===== src/rtl/dsp_boot_seq.sv =====
// Blackfin boot/reset sequencer: waits for DCM lock, holds both DSPs in reset with boot straps
// driven, releases them staggered, and re-runs the sequence on a debounced reset-button press.
module dsp_boot_seq #(
    parameter int unsigned LOCK_SETTLE     = 256,
    parameter int unsigned RST_CYCLES      = 64,
    parameter int unsigned STAGGER_CYCLES  = 16,
    parameter int unsigned BMODE_HOLD      = 32,
    parameter int unsigned DEBOUNCE_CYCLES = 1024,
    parameter logic [1:0]  BMODE_DEFAULT   = 2'b01
) (
    input  logic       DSP_CLKIN,
    input  logic       xRESET,
    input  logic       LOCKED_IN,
    input  logic       BUTTON_IN,
    input  logic [1:0] DSP0_BMODE_IN,
    input  logic [1:0] DSP1_BMODE_IN,
    input  logic       BYPASS_IN,
    output logic       DSP0_RESET_N,
    output logic       DSP1_RESET_N,
    output logic [1:0] DSP0_BMODE,
    output logic [1:0] DSP1_BMODE,
    output logic       DSP_PLL_BYPASS,
    output logic       BOOT_DONE,
    output logic [2:0] STATE_MON
);

    localparam int unsigned MaxAB = (LOCK_SETTLE > RST_CYCLES) ? LOCK_SETTLE : RST_CYCLES;
    localparam int unsigned MaxCD = (STAGGER_CYCLES > BMODE_HOLD) ? STAGGER_CYCLES : BMODE_HOLD;
    localparam int unsigned MaxT  = (MaxAB > MaxCD) ? MaxAB : MaxCD;
    localparam int unsigned CntW  = $clog2(MaxT) + 1;
    localparam int unsigned DebW  = $clog2(DEBOUNCE_CYCLES) + 1;

    localparam logic [CntW-1:0] SettleLast  = CntW'(LOCK_SETTLE - 1);
    localparam logic [CntW-1:0] RstLast     = CntW'(RST_CYCLES - 1);
    localparam logic [CntW-1:0] StaggerLast = (STAGGER_CYCLES == 0) ? '0 : CntW'(STAGGER_CYCLES - 1);
    localparam logic [CntW-1:0] BmodeLast   = CntW'(BMODE_HOLD - 1);
    localparam logic [DebW-1:0] DebLast     = DebW'(DEBOUNCE_CYCLES - 1);

    typedef enum logic [2:0] {
        StWaitLock = 3'd0,
        StSettle   = 3'd1,
        StHoldRst  = 3'd2,
        StStagger  = 3'd3,
        StBmodeHld = 3'd4,
        StRun      = 3'd5
    } state_e;

    state_e state_q, state_d;

    logic [CntW-1:0] cnt_q, cnt_d;

    logic lock_meta_q, lock_s_q;
    logic btn_meta_q, btn_s_q;

    logic            deb_level_q, deb_level_d;
    logic [DebW-1:0] deb_cnt_q, deb_cnt_d;
    logic            deb_rise;

    logic restart;
    logic strap_load;

    logic       dsp0_rst_n_q, dsp0_rst_n_d;
    logic       dsp1_rst_n_q, dsp1_rst_n_d;
    logic [1:0] dsp0_bmode_q, dsp0_bmode_d;
    logic [1:0] dsp1_bmode_q, dsp1_bmode_d;
    logic       bypass_q, bypass_d;
    logic       boot_done_q, boot_done_d;

    // Two-flop synchronisers for the asynchronous lock and button inputs.
    always_ff @(posedge DSP_CLKIN) begin
        if (!xRESET) begin
            lock_meta_q <= 1'b0;
            lock_s_q    <= 1'b0;
            btn_meta_q  <= 1'b0;
            btn_s_q     <= 1'b0;
        end else begin
            lock_meta_q <= LOCKED_IN;
            lock_s_q    <= lock_meta_q;
            btn_meta_q  <= BUTTON_IN;
            btn_s_q     <= btn_meta_q;
        end
    end

    always_comb begin
        deb_level_d = deb_level_q;
        deb_cnt_d   = '0;
        if (btn_s_q != deb_level_q) begin
            if (deb_cnt_q == DebLast) begin
                deb_level_d = btn_s_q;
            end else begin
                deb_cnt_d = deb_cnt_q + DebW'(1);
            end
        end
    end

    // Rise is taken from the next-state level so the restart lands on the qualifying edge.
    assign deb_rise = deb_level_d & ~deb_level_q;

    always_ff @(posedge DSP_CLKIN) begin
        if (!xRESET) begin
            deb_level_q <= 1'b0;
            deb_cnt_q   <= '0;
        end else begin
            deb_level_q <= deb_level_d;
            deb_cnt_q   <= deb_cnt_d;
        end
    end

    // State register, sequencing counter and registered Moore outputs.
    always_ff @(posedge DSP_CLKIN) begin
        if (!xRESET) begin
            state_q      <= StWaitLock;
            cnt_q        <= '0;
            dsp0_rst_n_q <= 1'b0;
            dsp1_rst_n_q <= 1'b0;
            dsp0_bmode_q <= BMODE_DEFAULT;
            dsp1_bmode_q <= BMODE_DEFAULT;
            bypass_q     <= 1'b0;
            boot_done_q  <= 1'b0;
        end else begin
            state_q      <= state_d;
            cnt_q        <= cnt_d;
            dsp0_rst_n_q <= dsp0_rst_n_d;
            dsp1_rst_n_q <= dsp1_rst_n_d;
            dsp0_bmode_q <= dsp0_bmode_d;
            dsp1_bmode_q <= dsp1_bmode_d;
            bypass_q     <= bypass_d;
            boot_done_q  <= boot_done_d;
        end
    end

    // Next state: lock loss beats the button, the button beats the timed transitions.
    always_comb begin
        state_d = state_q;
        restart = 1'b0;
        if (state_q != StWaitLock && !lock_s_q) begin
            state_d = StWaitLock;
        end else if (deb_rise && (state_q inside {StHoldRst, StStagger, StBmodeHld, StRun})) begin
            state_d = StHoldRst;
            restart = 1'b1;
        end else begin
            unique case (state_q)
                StWaitLock: begin
                    if (lock_s_q) state_d = StSettle;
                end
                StSettle: begin
                    if (cnt_q == SettleLast) state_d = StHoldRst;
                end
                StHoldRst: begin
                    if (cnt_q == RstLast) begin
                        state_d = (STAGGER_CYCLES == 0) ? StBmodeHld : StStagger;
                    end
                end
                StStagger: begin
                    if (cnt_q == StaggerLast) state_d = StBmodeHld;
                end
                StBmodeHld: begin
                    if (cnt_q == BmodeLast) state_d = StRun;
                end
                StRun: begin
                    state_d = StRun;
                end
                default: begin
                    state_d = StWaitLock;
                end
            endcase
        end
    end

    always_comb begin
        cnt_d = '0;
        if (state_d == state_q && !restart &&
            (state_q inside {StSettle, StHoldRst, StStagger, StBmodeHld})) begin
            cnt_d = cnt_q + CntW'(1);
        end
    end

    // Outputs decoded from the next state so they switch with the state register.
    always_comb begin
        strap_load   = (state_d == StHoldRst) && ((state_q != StHoldRst) || restart);
        dsp0_rst_n_d = state_d inside {StStagger, StBmodeHld, StRun};
        dsp1_rst_n_d = state_d inside {StBmodeHld, StRun};
        boot_done_d  = (state_d == StRun);
        dsp0_bmode_d = dsp0_bmode_q;
        dsp1_bmode_d = dsp1_bmode_q;
        bypass_d     = bypass_q;
        if (strap_load) begin
            dsp0_bmode_d = DSP0_BMODE_IN;
            dsp1_bmode_d = DSP1_BMODE_IN;
            bypass_d     = BYPASS_IN;
        end
    end

    assign DSP0_RESET_N   = dsp0_rst_n_q;
    assign DSP1_RESET_N   = dsp1_rst_n_q;
    assign DSP0_BMODE     = dsp0_bmode_q;
    assign DSP1_BMODE     = dsp1_bmode_q;
    assign DSP_PLL_BYPASS = bypass_q;
    assign BOOT_DONE      = boot_done_q;
    assign STATE_MON      = state_q;

endmodule

===== config.mk =====
export PLATFORM = sky130hd
export DESIGN_NAME = dsp_boot_seq
export DESIGN_NICKNAME = d
export VERILOG_FILES = /design/src/rtl/dsp_boot_seq.sv
export SDC_FILE = /design/constraint.sdc
export NUM_CORES = 1
export LEC_CHECK = 0
export CORE_MARGIN = 2
export CORE_UTILIZATION = 45
export DETAILED_ROUTE_END_ITERATION = 8
export PLACE_DENSITY = 0.68
export SLEW_MARGIN = 20
export SYNTH_ARGS = -nofsm -noshare
export SYNTH_HDL_FRONTEND = slang
export SYNTH_SLANG_ARGS = --single-unit

===== constraint.sdc =====
create_clock -name DSP_CLKIN -period 5.4 [get_ports DSP_CLKIN]
set_clock_uncertainty 0.15 [all_clocks]
set_input_delay 1.35 -clock DSP_CLKIN [delete_from_list [all_inputs] [get_ports DSP_CLKIN]]
set_output_delay 1.35 -clock DSP_CLKIN [all_outputs]
set_load 0.02 [all_outputs]

# Word level (Yosys, flattened, before mapping)
# Index checks and enable logic that the tools add are counted.
# op_classes
muxes	12
n_reduce_logical	16
n_bitwise	4
n_eq_ne	17
addsub	2
# op_table
op	n
2-to-1 mux 3 bit	7
case mux 3 bit (6 select lines)	1
== test 3 x 2 -> 1 bit (second input constant)	4
== test 3 bit (second input constant)	4
adder 11 x 1 -> 11 bit (second input constant)	1
== test 11 x 10 -> 1 bit (second input constant)	1
adder 9 x 1 -> 9 bit (second input constant)	1
== test 9 x 4 -> 1 bit (second input constant)	1
== test 9 x 5 -> 1 bit (second input constant)	1
== test 9 x 6 -> 1 bit (second input constant)	1
== test 9 x 8 -> 1 bit (second input constant)	1
nonzero test 4 bit	2
nonzero test 3 bit	2
logical AND 1 bit	5
2-to-1 mux 1 bit	4
== test 3 x 1 -> 1 bit (second input constant)	1
== test 3 bit	1
zero test 3 bit	1
!= test 3 x 2 -> 1 bit (second input constant)	1
NOT 1 bit	3
OR reduction 3 bit	1
zero test 1 bit	2
AND reduction 2 bit	1
nonzero test 2 bit	1
other kinds (3)	3
# totals
output_inout_bits	11
in_bits	9
reg_bits	36

# Longest topological paths before layout
# Gate-level depths: netlist of the first run.
# logic_depth
word_depth	11
depth_mapped	10

# Worst setup path before layout of the first run
# No wires, ideal clock.
# synth_timing
path_kind	input-to-reg
start	in xRESET
end	reg cnt_q[2]
required_ns	5.172
arrival_time_ns	2.030
cell_stages	4
n_path_buf	0
path_slack_ns	3.142
setup_time_ns	0.078
cell_sequence	inv_1 > a221oi_1 > nand2_1 > nor3_1
# synth_between
elab_chain_len	1
# synth_lines
element	line_no	text
start, declared	12	input logic xRESET,
AND reduction 2 bit (no line)	n/a	
end signal, assigned	122	cnt_q <= cnt_d;
end, declared	50	logic [CntW-1:0] cnt_q, cnt_d;
# No other way between the ends.
# A chain may end at the register's enable or synchronous reset.

# Final worst setup path of the first run
# layout_timing
start	reg state_q[1], in the netlist STATE_MON[1]
end	out STATE_MON[1]
# layout_lines
element	line_no	text
start, declared	48	state_e state_q, state_d;
start signal, assigned	112	state_q <= StWaitLock;
start signal, assigned	121	state_q <= state_d;
end, declared	24	output logic [2:0] STATE_MON
# No word-level cell between the ends.

==> results.sh, run 1 <==
export IMPL_avgSynthCellArea_um2=8.995
export IMPL_clockRootBuffer="clkbuf_4"
export IMPL_clk_pin_slew_worst_paths_ps=100
export IMPL_synth_nets=192
export IMPL_grt_max_degree=16
export IMPL_die_y_um=63.98
export IMPL_cp_max_fo=14
export IMPL_ys_seq_elements=36
export IMPL_max_freq_ghz=0.3200
export IMPL_ant_nets=0
export IMPL_max_stage_delay_ps=690
export IMPL_yosysSeqAreaShare=0.4451
export IMPL_final_common_cell="dfxtp_1"
export IMPL_crit_chain="clkdlybuf4s50_1"
export IMPL_cts_max_path_buffers=2
export IMPL_period_minus_slack_ps=3125
export IMPL_dieWidth_um=63.98
export IMPL_clock_sinks=36
export IMPL_grt_overflow_total=0
export IMPL_antenna_found_initial=0
export IMPL_routedWlPerCell_um=12.34
export IMPL_worst_pin_slew_ps=445.6
export IMPL_critical_path_top_delay_family="buffers and inverters"
export IMPL_synthCells=180
export IMPL_cts_resized=0
export IMPL_wl_um=3047
export IMPL_cp_start_kind="flop"
export IMPL_critical_path_buf_inv_count=1
export IMPL_grt_pass1_vias=1277
export IMPL_grt_total_usage=0.1744
export IMPL_final_cell_mix="dfxtp_1 (36), nor2_1 (19), clkdlybuf4s50_1 (19)"
export IMPL_pin_count=20
export IMPL_nets=212
export IMPL_critical_path_arrival_ps=1620
export IMPL_htreeDepth=2
export IMPL_min_period_over_period=0.5786
export IMPL_slew_viol_final=0
export IMPL_viasPerCell=5.243
export IMPL_rsz0062_at_grt="false"
export IMPL_worstSetupEndpointType="output pin"
export IMPL_crit_type="reg2out"
export IMPL_ys_types=40
export IMPL_start_util=0.4777
export IMPL_postLayoutCoreUtil=0.5652
export IMPL_grt_pass1_wl_um=5623
export IMPL_cts_tree="yes"
export IMPL_ir_drop_mv=0.1533
export IMPL_drt_initial_drc_count=95
export IMPL_die_area_um2=4093
export IMPL_area_growth_pct=18.32
export IMPL_hp_class="reg2reg"
export IMPL_core_area_um2=3390
export IMPL_hold_buffers=0
export IMPL_numPortBuffers=19
export IMPL_powerDensity_nw_per_um2=247.2
export IMPL_n_antenna_cell=0
export IMPL_status="complete, no violations"
export IMPL_place_ws_ps=2061
export IMPL_numCtsBuffers=5
export IMPL_clk_latency_ps=340
export IMPL_drc=0
export IMPL_vias=1295
export IMPL_row_count=21
export IMPL_critPathSlowestCell="clkdlybuf4s50_1"
export IMPL_drive_above_1_share=0.06468
export IMPL_place_inst=239
export IMPL_fin_tns_setup_ps=0
export IMPL_slew_headroom=0.7020
export IMPL_hold_viol=0
export IMPL_leakage_nw=0.6776
export IMPL_yosys_warnings=0
export IMPL_fin_ws_ps=2275
export IMPL_first_pass_iters=5
export IMPL_drv_cap=0
export IMPL_required_ps=3900
export IMPL_post_cts_setup_buffers=0
export IMPL_setup_viol=0
export IMPL_dp_hpwl_um=2300
export IMPL_netlist_area_um2=1619
export IMPL_fin_cells=247
export IMPL_gp_congestion=0.8071
stage by stage:
step / area, um^2 / hold slack (ps) / total power, mW
5_1_grt: 1916 / 319.4 / 0.4907
3_3_place_gp: 1839 / 273.0 / 0.2960
4_1_cts: 1916 / 300.4 / 0.4782
6_report: 1916 / 298.9 / 0.4735
3_5_place_dp: 1839 / 275.3 / 0.2965
2_1_floorplan: 1619 / 261.9 / 0.2870
path summary, 6_finish.rpt:
| kind | startpoint | endpoint | slack [ps] | depth (start not counted) |
|---|---|---|---|---|
| max | STATE_MON[1]$_SDFF_PN0_ | STATE_MON[1] | 2280 | 1 |
| min | lock_meta_q$_SDFF_PN0_ | lock_s_q$_SDFF_PN0_ | 300 | 1 |
| max reg2reg | deb_cnt_q[0]$_SDFF_PP0_ | DSP1_BMODE[1]$_SDFFE_PN0P_ | 3010 | 6 |
| min reg2reg | lock_meta_q$_SDFF_PN0_ | lock_s_q$_SDFF_PN0_ | 300 | 1 |
cells in the mapped netlist (all sizes together):
library cell	n	area share
a211o	2	0.011
a211oi	1	0.0046
a21boi	4	0.019
a21o	1	0.0046
a21oi	1	0.0031
a221oi	2	0.011
a31oi	1	0.0039
and2	5	0.019
and3	4	0.019
buf	2	0.0077
clkbuf	4	0.0093
dfxtp	36	0.45
ha	3	0.023
inv	7	0.016
mux2i	6	0.037
nand2	13	0.030
nand2b	2	0.0077
nand3	12	0.037
nand3b	2	0.0093
nand4	3	0.012
nor2	19	0.044
nor2b	3	0.012
nor3	11	0.034
nor4	3	0.012
o211a	1	0.0062
o21ai	3	0.012
o21bai	2	0.0093
o22ai	1	0.0077
o2bb2ai	1	0.0054
o311a	1	0.0062
or2	3	0.012
or3	2	0.0077
or3b	2	0.011
or4	1	0.0070
xnor2	10	0.054
xor2	6	0.032
state kept, by name (all words and copies together) (netlist names):
register        count
DSP_PLL_BYPASS      1
deb_cnt_q          11
lock_meta_q         1
DSP0_BMODE          2
deb_level_q         1
DSP1_RESET_N        1
DSP1_BMODE          2
STATE_MON           3
DSP0_RESET_N        1
lock_s_q            1
btn_meta_q          1
BOOT_DONE           1
cnt_q               9
btn_s_q             1
routing by layer:
metal | up-vias | part of all wire | routed length (um) | GRT usage
met1 | 610 | 0.47 | 1446 | 0.2093
met2 | 14 | 0.47 | 1444 | 0.2839
li1 | 665 | - | - | -
met4 | 0 | 0.021 | 63 | 0.07337
met3 | 6 | 0.031 | 93 | 0.05810
met5 | - | 0 | 0 | 0
where the power goes:
group | leakage [nW] | switching (mW) | internal [mW]
registers | 0.291 | 0.00171 | 0.267
logic | 0.344 | 0.0104 | 0.0108
clock network | 0.0422 | 0.0862 | 0.0970
worst reg2reg max path: cells and delay by family (launching register included):
kind                     cells  cell delay [ps]
multiplexers                 1              220
adder cells (fa/ha/maj)      1              200
flip-flops                   1              380
AO/OA/AOI/OAI                1              210
AND/OR/NAND/NOR              3             1170
kinds of logic after synthesis:
| group | synth area share |
|---|---|
| compound gates | 0.1028 |
| xor+xnor | 0.08655 |
| fa+ha+maj | 0.02319 |
| buf+inv | 0.03323 |
| flops | 0.4451 |
| mux | 0.03710 |
| simple gates | 0.2720 |
cell type report:
class                   count  area, um^2
clock buffers               6       41.29
clock inverters             2       35.03
fillers                   305        1474
inverters                   7       26.28
multi-input cells         131       844.6
flip-flops and latches     36       720.7
well taps                  46       57.56
repair buffers             19       190.2
Power figures use the tool's default switching activity.
==> inputs of run 2 (changes only) <==
Clock period 5.4 ns to 3.09 ns, I/O delays scaled along.
==> run 2 against run 1 <==
Against the previous run: clock-buffer cell count unchanged; combinational power increased by 82%; via count decreased by 1.0%; largest cell class unchanged; highest routed layer unchanged.
==> results.sh, run 2 (synthesized netlist as in run 1, its figures left out) <==
export IMPL_viasPerCell=5.169
export IMPL_cts_resized=0
export IMPL_fin_tns_setup_ps=0
export IMPL_reg2reg_from="deb_cnt_q[0]$_SDFF_PP0_"
export IMPL_die_y_um=63.98
export IMPL_regMostFlops="deb_cnt_q"
export IMPL_dieWidth_um=63.98
export IMPL_multi_input_area_um2=844.6
export IMPL_numPortBuffers=19
export IMPL_grt_overflow_total=0
export IMPL_hold_buffers=0
export IMPL_setup_viol=0
export IMPL_grt_pass1_vias=1260
export IMPL_critical_path_buf_inv_count=1
export IMPL_ant_nets=0
export IMPL_drc=0
export IMPL_final_cell_mix="dfxtp_1 (36), nor2_1 (19), clkdlybuf4s50_1 (19)"
export IMPL_rsz0062_at_grt="false"
export IMPL_cts_max_path_buffers=2
export IMPL_min_period_over_period=0.8304
export IMPL_critical_path_top_delay_family="buffers and inverters"
export IMPL_pin_count=20
export IMPL_hp_class="reg2reg"
export IMPL_grt_max_degree=15
export IMPL_leakage_nw=0.6782
export IMPL_worst_pin_slew_ps=438.8
export IMPL_n_antenna_cell=0
export IMPL_clock_sinks=36
export IMPL_crit_start="STATE_MON[1]$_SDFF_PN0_"
export IMPL_row_count=21
export IMPL_period_minus_slack_ps=2566
export IMPL_antenna_found_initial=0
export IMPL_first_pass_iters=4
export IMPL_cts_tree="yes"
export IMPL_slew_viol_final=0
export IMPL_cp_start_kind="flop"
export IMPL_grt_total_usage=0.1685
export IMPL_final_common_cell="dfxtp_1"
export IMPL_wl_um=3022
export IMPL_dp_hpwl_um=2252
export IMPL_grt_pass1_wl_um=5388
export IMPL_gp_congestion=0.8444
export IMPL_postLayoutCoreUtil=0.5629
export IMPL_powerDensity_nw_per_um2=402.1
export IMPL_clockRootBuffer="clkbuf_4"
export IMPL_hp_start="btn_meta_q$_SDFF_PN0_"
export IMPL_drive_above_1_share=0.07426
export IMPL_required_ps=2170
export IMPL_die_area_um2=4093
export IMPL_fill_cells=298
export IMPL_crit_chain="clkdlybuf4s50_1"
export IMPL_seqCellArea_um2=720.7
export IMPL_numCtsBuffers=5
export IMPL_drv_cap=0
export IMPL_htreeDepth=2
export IMPL_critPathSlowestCell="clkdlybuf4s50_1"
export IMPL_critical_path_arrival_ps=1640
export IMPL_cp_max_fo=14
export IMPL_start_util=0.4777
export IMPL_largest_reg_flops=11
export IMPL_worstSetupEndpointType="output pin"
export IMPL_nets=213
export IMPL_post_cts_setup_buffers=0
export IMPL_max_stage_delay_ps=690
export IMPL_routedWlPerCell_um=12.19
export IMPL_clk_latency_ps=340
export IMPL_fin_cells=248
export IMPL_area_growth_pct=17.85
export IMPL_core_area_um2=3390
export IMPL_slew_headroom=0.7048
export IMPL_ir_drop_mv=0.3398
export IMPL_place_inst=240
export IMPL_hold_viol=0
export IMPL_drt_initial_drc_count=76
export IMPL_status="complete, no violations"
export IMPL_clk_pin_slew_worst_paths_ps=110
export IMPL_fin_total_pwr_mw=0.7672
export IMPL_crit_type="reg2out"
export IMPL_vias=1282
export IMPL_max_freq_ghz=0.3897
-- run 2: changes by cell type in the layout (fill, tap and decap cells not counted), sizes merged --
cell / delta
buf: +1
bufinv: -1
clkinv: +1
-- run 2: cell type report --
class                      count  share of cell area
sequential                    36              0.3777
inverter                       7             0.01377
multi-input combinational    131              0.4426
clock inverter                 2            0.005246
tap                           46             0.03016
clock buffer                   6             0.02689
timing repair buffer          20              0.1036
-- run 2: worst paths after layout --
path	endpoint	slack (ps)	cells past startpoint
setup / recovery	STATE_MON[1]	520	1
hold / removal	btn_s_q$_SDFF_PN0_	290	1
setup reg to reg	DSP0_BMODE[1]$_SDFFE_PN0P_	730	6
hold reg to reg	btn_s_q$_SDFF_PN0_	290	1
-- run 2: through the flow --
step                setup WS [ps]  cell area [um^2]  hold WS (ps)
floorplan                   991.0              1619         261.9
global placement            787.2              1847         270.3
detailed placement          685.3              1847         276.0
CTS                         525.5              1908         299.6
global route                454.5              1908         318.9
finish                      524.1              1908         292.6
-- run 2: where the power goes --
group | switching, mW | internal (mW)
logic | 0.0188 | 0.0198
clock network | 0.150 | 0.108
registers | 0.00324 | 0.467
total | 0.172 | 0.595
-- run 2: routing by layer --
| layer | GRT usage | vias up | wire length (um) | share of wire |
|---|---|---|---|---|
| met2 | 0.2813 | 14 | 1445 | 0.48 |
| li1 | - | 665 | - | - |
| met1 | 0.2029 | 598 | 1438 | 0.48 |
| met3 | 0.04754 | 5 | 86 | 0.028 |
| met5 | 0 | - | 0 | 0 |
| met4 | 0.06793 | 0 | 51 | 0.017 |
==> inputs of run 3 (changes only) <==
Clock period 3.09 ns to 2.55 ns, I/O delays scaled along.
==> run 3 against run 2 <==
Against the previous run: sequential share of layout area decreased by 0.44 points; clock power increased by 50%; sequential power grew 21%; sequential cell count unchanged.
==> results.sh, run 3 (synthesized netlist as in run 1, its figures left out) <==
export IMPL_status="complete, no violations"
export IMPL_hold_buffers=0
export IMPL_wl_um=2894
export IMPL_crit_type="reg2out"
export IMPL_critPathSlowestCell="clkdlybuf4s50_1"
export IMPL_setup_viol=0
export IMPL_regMostFlops="deb_cnt_q"
export IMPL_slew_headroom=0.7024
export IMPL_clock_sinks=36
export IMPL_vias=1281
export IMPL_hold_depth=1
export IMPL_pin_count=20
export IMPL_crit_chain="clkdlybuf4s50_1"
export IMPL_whs_endpoint="btn_s_q$_SDFF_PN0_"
export IMPL_r2r_end="DSP_PLL_BYPASS$_SDFFE_PN0P_"
export IMPL_grt_pass1_vias=1197
export IMPL_reg2reg_from="deb_cnt_q[0]$_SDFF_PP0_"
export IMPL_powerDensity_nw_per_um2=519.5
export IMPL_row_count=21
export IMPL_max_freq_ghz=0.4129
export IMPL_drv_cap=0
export IMPL_place_inst=241
export IMPL_fin_area_um2=1931
export IMPL_post_cts_setup_buffers=0
export IMPL_ant_nets=0
export IMPL_rsz0062_at_grt="false"
export IMPL_crit_start="STATE_MON[1]$_SDFF_PN0_"
export IMPL_clk_pin_slew_worst_paths_ps=110
export IMPL_grt_total_usage=0.1605
export IMPL_final_cell_mix="dfxtp_1 (36), nor2_1 (19), clkdlybuf4s50_1 (19)"
export IMPL_multi_input_area_um2=844.6
export IMPL_worstSetupEndpointType="output pin"
export IMPL_viasPerCell=5.145
export IMPL_hp_start="btn_meta_q$_SDFF_PN0_"
export IMPL_period_minus_slack_ps=2422
export IMPL_drive_above_1_share=0.07389
export IMPL_hold_viol=0
export IMPL_n_antenna_cell=0
export IMPL_min_period_over_period=0.9498
export IMPL_postPlaceCellArea_um2=1854
export IMPL_die_area_um2=4093
export IMPL_seqCellArea_um2=720.7
export IMPL_drt_initial_drc_count=62
export IMPL_r2r_slack_ps=340
export IMPL_fin_cells=249
export IMPL_fill_cells=298
export IMPL_numPortBuffers=19
export IMPL_holdWs_ps=297.4
export IMPL_postLayoutCoreUtil=0.5696
export IMPL_core_area_um2=3390
export IMPL_grt_max_degree=15
export IMPL_slew_viol_final=0
export IMPL_clockRootBuffer="clkbuf_4"
export IMPL_htreeDepth=2
export IMPL_cp_max_fo=14
export IMPL_start_util=0.4777
export IMPL_cts_tree="yes"
export IMPL_final_common_cell="dfxtp_1"
export IMPL_critical_path_arrival_ps=1630
export IMPL_cts_max_path_buffers=2
export IMPL_required_ps=1760
export IMPL_reg2regPathDepth=6
export IMPL_numCtsBuffers=5
export IMPL_first_pass_iters=4
export IMPL_antenna_found_initial=0
export IMPL_cp_start_kind="flop"
export IMPL_cts_resized=0
export IMPL_drc=0
export IMPL_dp_hpwl_um=2208
export IMPL_largest_reg_flops=11
export IMPL_area_growth_pct=19.24
export IMPL_critical_path_top_delay_family="buffers and inverters"
export IMPL_gp_congestion=0.8263
export IMPL_die_y_um=63.98
export IMPL_grt_overflow_total=0
export IMPL_routedWlPerCell_um=11.62
export IMPL_critical_path_buf_inv_count=1
export IMPL_fin_tns_setup_ps=0
export IMPL_worst_pin_slew_ps=442.3
export IMPL_ir_drop_mv=0.4315
export IMPL_place_ws_ps=332.4
export IMPL_grt_pass1_wl_um=5168
export IMPL_hp_class="reg2reg"
export IMPL_nets=214
export IMPL_fin_ws_ps=128.0
export IMPL_dieWidth_um=63.98
export IMPL_max_stage_delay_ps=690
export IMPL_clk_latency_ps=330
export IMPL_leakage_nw=0.6866
export IMPL_fin_total_pwr_mw=1.003
==> run 3: cell types whose count changed in the layout (fill, tap and decap cells not counted) <==
cell / before / now
buf_4: 1 / 2
bufinv_16: 0 / 1
clkbuf_1: 0 / 1
clkbuf_8: 1 / 0
clkinv_2: 2 / 1
==> run 3: cell type report <==
class	count	area share
inverter	7	0.01361
multi-input combinational	131	0.4375
tap	46	0.02981
clock buffer	6	0.02139
timing repair buffer	21	0.1063
sequential	36	0.3733
clock inverter	2	0.01815
==> run 3: per-layer routing <==
layer | track usage | vias to the layer above | routed length (um)
met1 | 0.2055 | 593 | 1387
met3 | 0.04754 | 5 | 88
met4 | 0.06522 | 0 | 51
met5 | 0 | - | 0
met2 | 0.2513 | 19 | 1366
li1 | - | 664 | -
==> run 3: worst max-delay path by stage <==
| stage | end | slack, ps | cells past startpoint |
|---|---|---|---|
| 6_report | STATE_MON[1] | 130 | 1 |
| 5_1_grt | STATE_MON[1] | 30 | 1 |
| 4_1_cts | STATE_MON[1] | 130 | 1 |
| 3_3_place_gp | cnt_q[7]$_SDFF_PN0_ | 380 | 5 |
| 3_5_place_dp | cnt_q[4]$_SDFF_PN0_ | 330 | 5 |
| 2_1_floorplan | cnt_q[2]$_SDFF_PN0_ | 450 | 6 |
==> run 3: report_power, final <==
group          internal [mW]  total [mW]  leakage, nW  switching (mW)
Sequential             0.566       0.570        0.291         0.00384
Combinational         0.0239      0.0459        0.353          0.0219
Clock                  0.206       0.387       0.0422           0.181
